File: config.mk
export PLATFORM = sky130hd
export DESIGN_NAME = display_scan_controller
export DESIGN_NICKNAME = d
export VERILOG_FILES = /design/src/rtl/display_scan_controller.sv
export SDC_FILE = /design/constraint.sdc
export NUM_CORES = 1
export LEC_CHECK = 0
export CAP_MARGIN = 40
export CORE_MARGIN = 8
export CORE_UTILIZATION = 50
export CTS_CLUSTER_SIZE = 10
export DETAILED_ROUTE_END_ITERATION = 8
export DONT_BUFFER_PORTS = 1
export PLACE_DENSITY = 0.67
export SETUP_SLACK_MARGIN = 0.4
export SYNTH_ARGS = -nofsm -noshare
export SYNTH_HDL_FRONTEND = slang
export SYNTH_SLANG_ARGS = --single-unit
export TNS_END_PERCENT = 1
File: constraint.sdc
create_clock -name clk -period 4 [get_ports clk]
set_clock_uncertainty 0.15 [all_clocks]
set_input_delay 0.6 -clock clk [delete_from_list [all_inputs] [get_ports clk]]
set_output_delay 0.6 -clock clk [all_outputs]
set_load 0.005 [all_outputs]
File: src/rtl/display_scan_controller.sv
// Time-multiplexed scan controller for an 8-digit seven-segment display.
//
// Holds a 32-bit hex value and lights one digit at a time. Each digit is lit
// for COUNT_MAX cycles (SHOW). All digits are then dark for BLANK_CYCLES cycles
// (BLANK) before the index advances. New values are accepted into a one-entry
// pending buffer over a valid/ready handshake. They are committed to the
// display only when the digit index wraps to 0, so a frame never tears.
//
// Ports:
//   clk         system clock
//   reset_n     asynchronous active-low reset
//   value_in    hex value offered; nibble i belongs to digit i
//   load_valid  value_in is offered
//   load_ready  pending buffer empty; transfer on load_valid && load_ready
//   blank_lz    1 = suppress leading zeros
//   digit_sel   current digit index (anode decoder input)
//   digit_en    1 = SHOW phase, 0 = BLANK phase
//   nibble      hex nibble of the current digit
//   segments    active-low segments {g,f,e,d,c,b,a}
//   frame_done  one-cycle pulse when digit_sel wraps to 0
module display_scan_controller #(
  parameter int unsigned COUNT_MAX    = 100000,
  parameter int unsigned BLANK_CYCLES = 4,
  parameter int unsigned DIGITS       = 8
) (
  input  logic        clk,
  input  logic        reset_n,
  input  logic [31:0] value_in,
  input  logic        load_valid,
  output logic        load_ready,
  input  logic        blank_lz,
  output logic [2:0]  digit_sel,
  output logic        digit_en,
  output logic [3:0]  nibble,
  output logic [6:0]  segments,
  output logic        frame_done
);

  localparam int unsigned PrescW = (COUNT_MAX > 1) ? $clog2(COUNT_MAX) : 1;
  localparam int unsigned BlankW = (BLANK_CYCLES > 1) ? $clog2(BLANK_CYCLES) : 1;
  localparam logic [PrescW-1:0] PrescLast = PrescW'(COUNT_MAX - 1);
  localparam logic [BlankW-1:0] BlankLast = BlankW'(BLANK_CYCLES - 1);
  localparam logic [2:0]        DigitLast = 3'(DIGITS - 1);

  typedef enum logic [0:0] {StShow, StBlank} state_e;

  state_e              state_q, state_d;
  logic [PrescW-1:0]   presc_q, presc_d;
  logic [BlankW-1:0]   blank_q, blank_d;
  logic [2:0]          digit_q, digit_d;
  logic                en_q, en_d;
  logic                frame_q, frame_d;
  logic [31:0]         disp_q, disp_d;
  logic [31:0]         pend_q, pend_d;
  logic                ready_q, ready_d;

  logic                advance;
  logic                wrap;
  logic                xfer;

  logic [7:0]          zero_from;
  logic                zero_run;
  logic                suppress;
  logic [6:0]          seg_raw;

  // ---------------------------------------------------------------------------
  // Scan FSM, digit index and load buffer
  // ---------------------------------------------------------------------------
  always_comb begin
    state_d = state_q;
    presc_d = presc_q;
    blank_d = blank_q;
    digit_d = digit_q;
    en_d    = en_q;
    disp_d  = disp_q;
    pend_d  = pend_q;
    ready_d = ready_q;
    advance = 1'b0;
    wrap    = 1'b0;
    xfer    = load_valid && ready_q;

    case (state_q)
      StShow: begin
        if (presc_q == PrescLast) begin
          state_d = StBlank;
          presc_d = '0;
          en_d    = 1'b0;
        end else begin
          presc_d = presc_q + 1'b1;
        end
      end
      StBlank: begin
        if (blank_q == BlankLast) begin
          state_d = StShow;
          blank_d = '0;
          en_d    = 1'b1;
          advance = 1'b1;
        end else begin
          blank_d = blank_q + 1'b1;
        end
      end
      default: begin
        state_d = StShow;
      end
    endcase

    if (advance) begin
      if (digit_q == DigitLast) begin
        digit_d = '0;
        wrap    = 1'b1;
      end else begin
        digit_d = digit_q + 3'd1;
      end
    end

    frame_d = wrap;

    // A transfer needs ready_q=1, i.e. an empty buffer, so it never coincides
    // with a commit. A value captured on the wrap edge waits for the next frame.
    if (xfer) begin
      pend_d  = value_in;
      ready_d = 1'b0;
    end else if (wrap && !ready_q) begin
      disp_d  = pend_q;
      ready_d = 1'b1;
    end
  end

  always_ff @(posedge clk or negedge reset_n) begin
    if (!reset_n) begin
      state_q <= StShow;
      presc_q <= '0;
      blank_q <= '0;
      digit_q <= '0;
      en_q    <= 1'b1;
      frame_q <= 1'b0;
      disp_q  <= '0;
      pend_q  <= '0;
      ready_q <= 1'b1;
    end else begin
      state_q <= state_d;
      presc_q <= presc_d;
      blank_q <= blank_d;
      digit_q <= digit_d;
      en_q    <= en_d;
      frame_q <= frame_d;
      disp_q  <= disp_d;
      pend_q  <= pend_d;
      ready_q <= ready_d;
    end
  end

  // ---------------------------------------------------------------------------
  // Segment decode and leading-zero suppression
  // ---------------------------------------------------------------------------
  always_comb begin
    nibble = disp_q[{digit_q, 2'b00} +: 4];

    // zero_from[k] = 1 when nibbles k..DIGITS-1 are all zero.
    zero_run  = 1'b1;
    zero_from = '0;
    for (int k = 7; k >= 0; k--) begin
      if (k < int'(DIGITS)) begin
        zero_run     = zero_run && (disp_q[4*k +: 4] == 4'h0);
        zero_from[k] = zero_run;
      end
    end

    suppress = blank_lz && (digit_q != 3'd0) && zero_from[digit_q];

    case (nibble)
      4'h0:    seg_raw = 7'b1000000;
      4'h1:    seg_raw = 7'b1111001;
      4'h2:    seg_raw = 7'b0100100;
      4'h3:    seg_raw = 7'b0110000;
      4'h4:    seg_raw = 7'b0011001;
      4'h5:    seg_raw = 7'b0010010;
      4'h6:    seg_raw = 7'b0000010;
      4'h7:    seg_raw = 7'b1111000;
      4'h8:    seg_raw = 7'b0000000;
      4'h9:    seg_raw = 7'b0010000;
      4'hA:    seg_raw = 7'b0001000;
      4'hB:    seg_raw = 7'b0000011;
      4'hC:    seg_raw = 7'b1000110;
      4'hD:    seg_raw = 7'b0100001;
      4'hE:    seg_raw = 7'b0000110;
      default: seg_raw = 7'b0001110;
    endcase

    segments = suppress ? 7'b1111111 : seg_raw;
  end

  assign digit_sel  = digit_q;
  assign digit_en   = en_q;
  assign load_ready = ready_q;
  assign frame_done = frame_q;

endmodule

* Word-level counts from Yosys, hierarchy flattened *
Memories as Yosys holds them, arrays and structs flattened.
Index checks and enable logic that the tools add are counted.

storage, ports and cells
  flip-flop bits (word level) = 90
  ROM bits = 112
  input bits = 36
  output and inout bits = 17
  logic and storage cells = 64
  memories = 1

cells by class
  add/sub/neg operators = 3
  $lt $le $gt $ge = 1
  equality and inequality tests = 5
  shift operators = 1
  muxes and demuxes = 18
  bitwise gates (word level) = 2
  reductions and logical operators = 24

memories
  memory           words  width  rd ports  clocked after memory_dff  wr ports  RTL line  source
  (no name shown)  16     7      1         0                         0         171       case (nibble)

operator list
  cell                                                                      number
  4-bit zero test                                                           8
  32-bit by 6-bit indexed part select with 4-bit output                     1
  17-bit by 1-bit adder with 17-bit output (second input constant)          1
  17-bit equality test (second input constant)                              1
  17-bit two-way mux                                                        1
  1-bit logical AND                                                         11
  1-bit two-way mux                                                         11
  7-bit two-way mux                                                         1
  3-bit by 4-bit < comparator with 1-bit output (second input constant)     1
  1-bit one-hot mux with 2 select lines                                     2
  2-bit AND reduction                                                       2
  3-bit by 1-bit adder with 3-bit output (second input constant)            1
  1-bit binary-select mux with 3-bit select                                 1
  3-bit equality test (second input constant)                               1
  3-bit two-way mux                                                         1
  3-bit nonzero test                                                        1
  2-bit by 1-bit adder with 2-bit output (second input constant)            1
  2-bit equality test (second input constant)                               1
  2-bit two-way mux                                                         1
  2-bit by 1-bit inequality test with 1-bit output (second input constant)  1
  2-bit inequality test (second input constant)                             1
  1-bit NOT                                                                 2
  2-bit nonzero test                                                        1
  1-bit zero test                                                           1

* Depth between registers and ports, before layout *
  word-level depth = 12
  depth in mapped cells = 9
  mapped depth without buffers = 8

* Worst setup path before layout *
OpenSTA, ideal clock, no wires.

  path type = reg-to-output
  start = register digit_q[1] (netlist: digit_sel[1])
  end = output port segments[3]
  data arrival time = 2.270 ns
  data required time = 3.250 ns
  slack = 0.980 ns
  stages on the path, launching flop included = 10
  buffers on the path = 1
  cell sequence = dfrtp_1 -> buf_2 -> mux4_2 -> mux2i_1 -> inv_1 -> ha_1 -> inv_1 -> nor2_1 -> a211oi_1 -> o21ai_0

on the way
  elaborated cells on any way between the ends = 8
  classes of those cells = shift: 1; mux: 3; reduce/logical: 3; memory: 1

RTL lines
  item                                                   RTL line  source
  start, declared                                        50        logic [2:0] digit_q, digit_d;
  start signal, assigned                                 144       digit_q <= digit_d;
  32-bit by 6-bit indexed part select with 4-bit output  157       nibble = disp_q[{digit_q, 2'b00} +: 4];
  via nibble[0]                                          34        output logic [3:0] nibble,
  memory read 16 x 7 bit                                 n/a
  7-bit two-way mux                                      190       segments = suppress ? 7'b1111111 : seg_raw;
  end, declared                                          35        output logic [6:0] segments,

The timed path passes the listed nets, and every way through them passes these cells. The select of a mux whose other input is x is not followed.

* Worst setup path in the final report *
Same ends and word-level chain as after synthesis.

==> summary.txt <==
Synth
  • Synthesis warning total: 0
  • Post-synth top area share: 52.8%
  • Synth cell types: 41
  • Synth async-reset ratio: 100%
  • Largest cells by area after synthesis: dfrtp_1 (53%), mux2_2 (18%), ha_1 (3.3%)
  • Mapped Area: 4170 um2
  • Leading area contributor after synthesis: dfrtp_1
  • Post-synth EDFFs: 0
  • Post-Syn Nets: 369
  • FF+latch count, synth: 90
  • Synth Flop Type: dfrtp_1
  • Syn Area/Cell: 13.0 um2
  • Seq/Total Area, Yosys: 54.0%
  • Cell count after synthesis: 322

CTS
  • CTS Buffer Depth: 2
  • TritonCTS Buffers: 9
  • CTS sink count: 90
  • Clk_lat worst skew: 0.36 ns
  • Setup bufs post-CTS: 0
  • Clock Pin Slew Worst Setup and Hold Paths: 0.10 ns
  • H-tree depth: 3
  • TritonCTS clock tree: yes
  • Clock Tree Root: clkbuf_8

STA
  • Fmax: 0.290 GHz
  • Period utilization: 86.2%
  • Post-Route Setup TNS: 0 ns
  • Slew @ Worst Pin: 0.626 ns
  • Final Hold Viols: 4
  • Fin. max-slew vios: 0
  • Hold_ws: -0.0155 ns
  • RSZ-0062 raised after global routing: no
  • Final Critical Period: 3.45 ns
  • Max-slew headroom: 57.4%
  • Final setup vio count: 0

Detailed routing
  • DR vias: 2,476
  • Total Wirelength: 7870 um
  • Antenna Nets Post-Route: 0
  • # DRC: 0
  • DR WL/cell: 18.1 um
  • Vias per cell: 5.71
  • Drt pass-1 iters: 4
  • Iteration-0 DRC Markers: 87

Floorplanning
  • Die area: 11,500 um2
  • Core area: 8130 um2
  • Core Rows: 33
  • # IOs: 53
  • Die width: 107 um
  • Starting density of the core: 51.3%
  • Die Ht: 107 um

Power
  • Tot Pwr: 1.77 mW
  • LEAKAGE: 2.18 nW
  • Switch share: 21.1%
  • Internal power: 1.40 mW
  • PD cells: 388 nW/um2
  • Switching Power: 0.374 mW
  • Clock group share of total power: 42.3%
  • Reg power frac: 54.6%
  • Worst vdd ir: 0.213 mV
  • Combinational fraction of design power: 3.1%

Cells and area
  • Layout overhead on the synthesized area: 9.30%
  • Post-layout util: 56.1%
  • Layout cell share with drive strength beyond 1: 31.9%
  • Layout fillers: 684
  • Antenna Cells: 0
  • Fin nets: 371

Global routing
  • Total grt overflow: 0
  • Busiest grt layer: met2
  • Initial antenna violation count: 0
  • Met3 Resource Use GR: 4.01%
  • Largest net degree at the start of global routing: 91
  • Aggregate global-route resource usage: 13.8%
  • Vias in the first global route: 2,523
  • GR Layer Usage met2: 21.0%
  • First-pass GRT wire length: 12,600 um
  • Met1 Usage GRT: 18.4%

Status
  • Run status: finished, violations left
  • Failing checks: negative hold slack

Setup path
  • Crit. Startpoint: digit_sel[1]$_DFFE_PN0P_
  • CP Launch Type: register
  • CP Data Arrival Time: 2.70 ns
  • Reg2Reg Launch Point: digit_sel[0]$_DFFE_PN0P_
  • Worst-path fanout max: 11
  • CP Capture Type: output pin
  • CP required: 3.25 ns
  • Setup Crit Path Kind: reg -> out

Place
  • Gpl congestion: 0.817
  • Port-buffer cells: 0
  • HPWL after DPL: 5560 um

Flow run
  • Max Cap Violations: 0

Min path
  • HP Class: in -> async
-- placed cells by master, fill, tap and decap left out, types with 2 or more instances in the layout --
| master | n |
|---|---|
| nand2_1 | 19 |
| xor2_1 | 4 |
| nor4_1 | 6 |
| nor2_1 | 17 |
| a211oi_1 | 2 |
| mux2_2 | 68 |
| mux2i_4 | 2 |
| mux2i_2 | 2 |
| a22o_1 | 2 |
| and3_1 | 3 |
| or4b_2 | 2 |
| o21ai_0 | 10 |
| dfrtp_1 | 86 |
| dfrtp_2 | 2 |
| bufinv_16 | 3 |
| ha_1 | 11 |
| nand2b_1 | 4 |
| o211ai_1 | 5 |
| nand3_1 | 6 |
| xnor2_1 | 9 |
| clkinv_4 | 3 |
| nor3_1 | 4 |
| nand4b_1 | 2 |
| o21ai_1 | 2 |
| inv_1 | 13 |
| dfstp_2 | 2 |
| a21oi_1 | 7 |
| nand4_1 | 2 |
| mux4_1 | 2 |
| or4_1 | 2 |
| mux4_2 | 6 |
| clkbuf_8 | 9 |
| buf_4 | 2 |
-- critical path, cell delays in order (launching register included) --
cell	delay (ns)
dfrtp_2	0.54
mux4_2	0.56
mux2i_2	0.30
inv_1	0.18
ha_1	0.21
inv_1	0.07
nor2_1	0.06
a211oi_1	0.26
o21ai_0	0.17
-- per-layer routing --
metal	up-vias	share of wire [%]	wire length, um
li1	1160	-	-
met1	1243	49	3820
met2	60	45	3550
met3	13	4.9	385
met4	0	1.6	124
met5	-	0	0
-- kinds of logic after synthesis --
| group | Yosys count | share of synthesized area [%] |
|---|---|---|
| compound gates | 31 | 4.50 |
| xor+xnor | 13 | 2.73 |
| fa+ha+maj | 11 | 3.30 |
| buf+inv | 26 | 2.55 |
| flops | 90 | 54.0 |
| mux | 80 | 24.2 |
| simple gates | 71 | 8.70 |
-- power by group through the flow --
stage                     Clock (mW)  Sequential (mW)  Combinational, mW
final                          0.749            0.967             0.0546
after global routing           0.798            0.973             0.0622
after CTS                      0.768            0.968             0.0568
after detailed placement           0            0.986             0.0357
after global placement             0            0.984             0.0336
after floorplan                    0            0.976             0.0327
-- per-stage QoR --
stage          hold slack [ns]  setup slack (ns)  instance area (um2)  cells
2_1_floorplan            0.154             0.980                 4170    322
3_3_place_gp             0.158             0.684                 4270    417
3_5_place_dp             0.158             0.572                 4270    417
4_1_cts                0.00707             0.443                 4550    434
5_1_grt                 0.0124             0.410                 4560    434
6_report               -0.0155             0.551                 4560    434
-- state kept, by name, indices dropped and copies added (netlist names) --
| register | count |
|---|---|
| state_q | 1 |
| presc_q | 17 |
| load_ready | 1 |
| frame_done | 1 |
| digit_en | 1 |
| digit_sel | 3 |
| blank_q | 2 |
| pend_q | 32 |
| disp_q | 32 |
-- layout make-up --
cell class | count | area [um2] | share of cell area, %
Clock buffer | 9 | 124 | 2.72
Multi-Input combinational cell | 206 | 1830 | 40.1
Sequential cell | 90 | 2260 | 49.5
Inverter | 14 | 52.6 | 1.15
Tap cell | 105 | 131 | 2.88
Timing Repair Buffer | 3 | 42.5 | 0.933
Clock inverter | 7 | 125 | 2.74
-- timing repair --
| action | in CTS | in global routing |
|---|---|---|
| hold buffers | 1 | 0 |
| hold endpoints to repair | 90 | 0 |
| gates cloned | 0 | 0 |
| endpoints found under the setup margin | 5 | 1 |
| resized for setup | 2 | 3 |
-- cells in the mapped netlist (2+ instances only) --
cell      count
a211oi_1      2
a21oi_1       7
a22o_1        2
and3_1        3
buf_1         6
buf_2         4
dfrtp_1      88
dfstp_2       2
ha_1         11
inv_1        13
mux2_2       68
mux2i_1       2
mux4_1        2
mux4_2        6
nand2_1      19
nand2b_1      4
nand3_1       6
nand4_1       2
nand4b_1      2
nor2_1       17
nor3_1        4
nor4_1        6
o211ai_1      5
o21ai_0      10
o21ai_1       2
or4_1         2
or4b_2        2
xnor2_1       9
xor2_1        4
-- worst paths after layout --
| kind | end | slack, ns | cells after the start |
|---|---|---|---|
| setup / recovery | segments[3] | 0.55 | 8 |
| hold / removal | presc_q[12]$_DFFE_PN0N_ | -0.02 | 1 |
| setup reg to reg | disp_q[13]$_DFFE_PN0P_ | 1.69 | 6 |
| hold reg to reg | digit_en$_DFFE_PN1P_ | 0.34 | 2 |
| max in group asynchronous | load_ready$_DFFE_PN1P_ | 3.34 | 1 |
| min in group clk | load_ready$_DFFE_PN1P_ | 0.17 | 1 |
No activity file was read; power rests on OpenSTA's default activity.
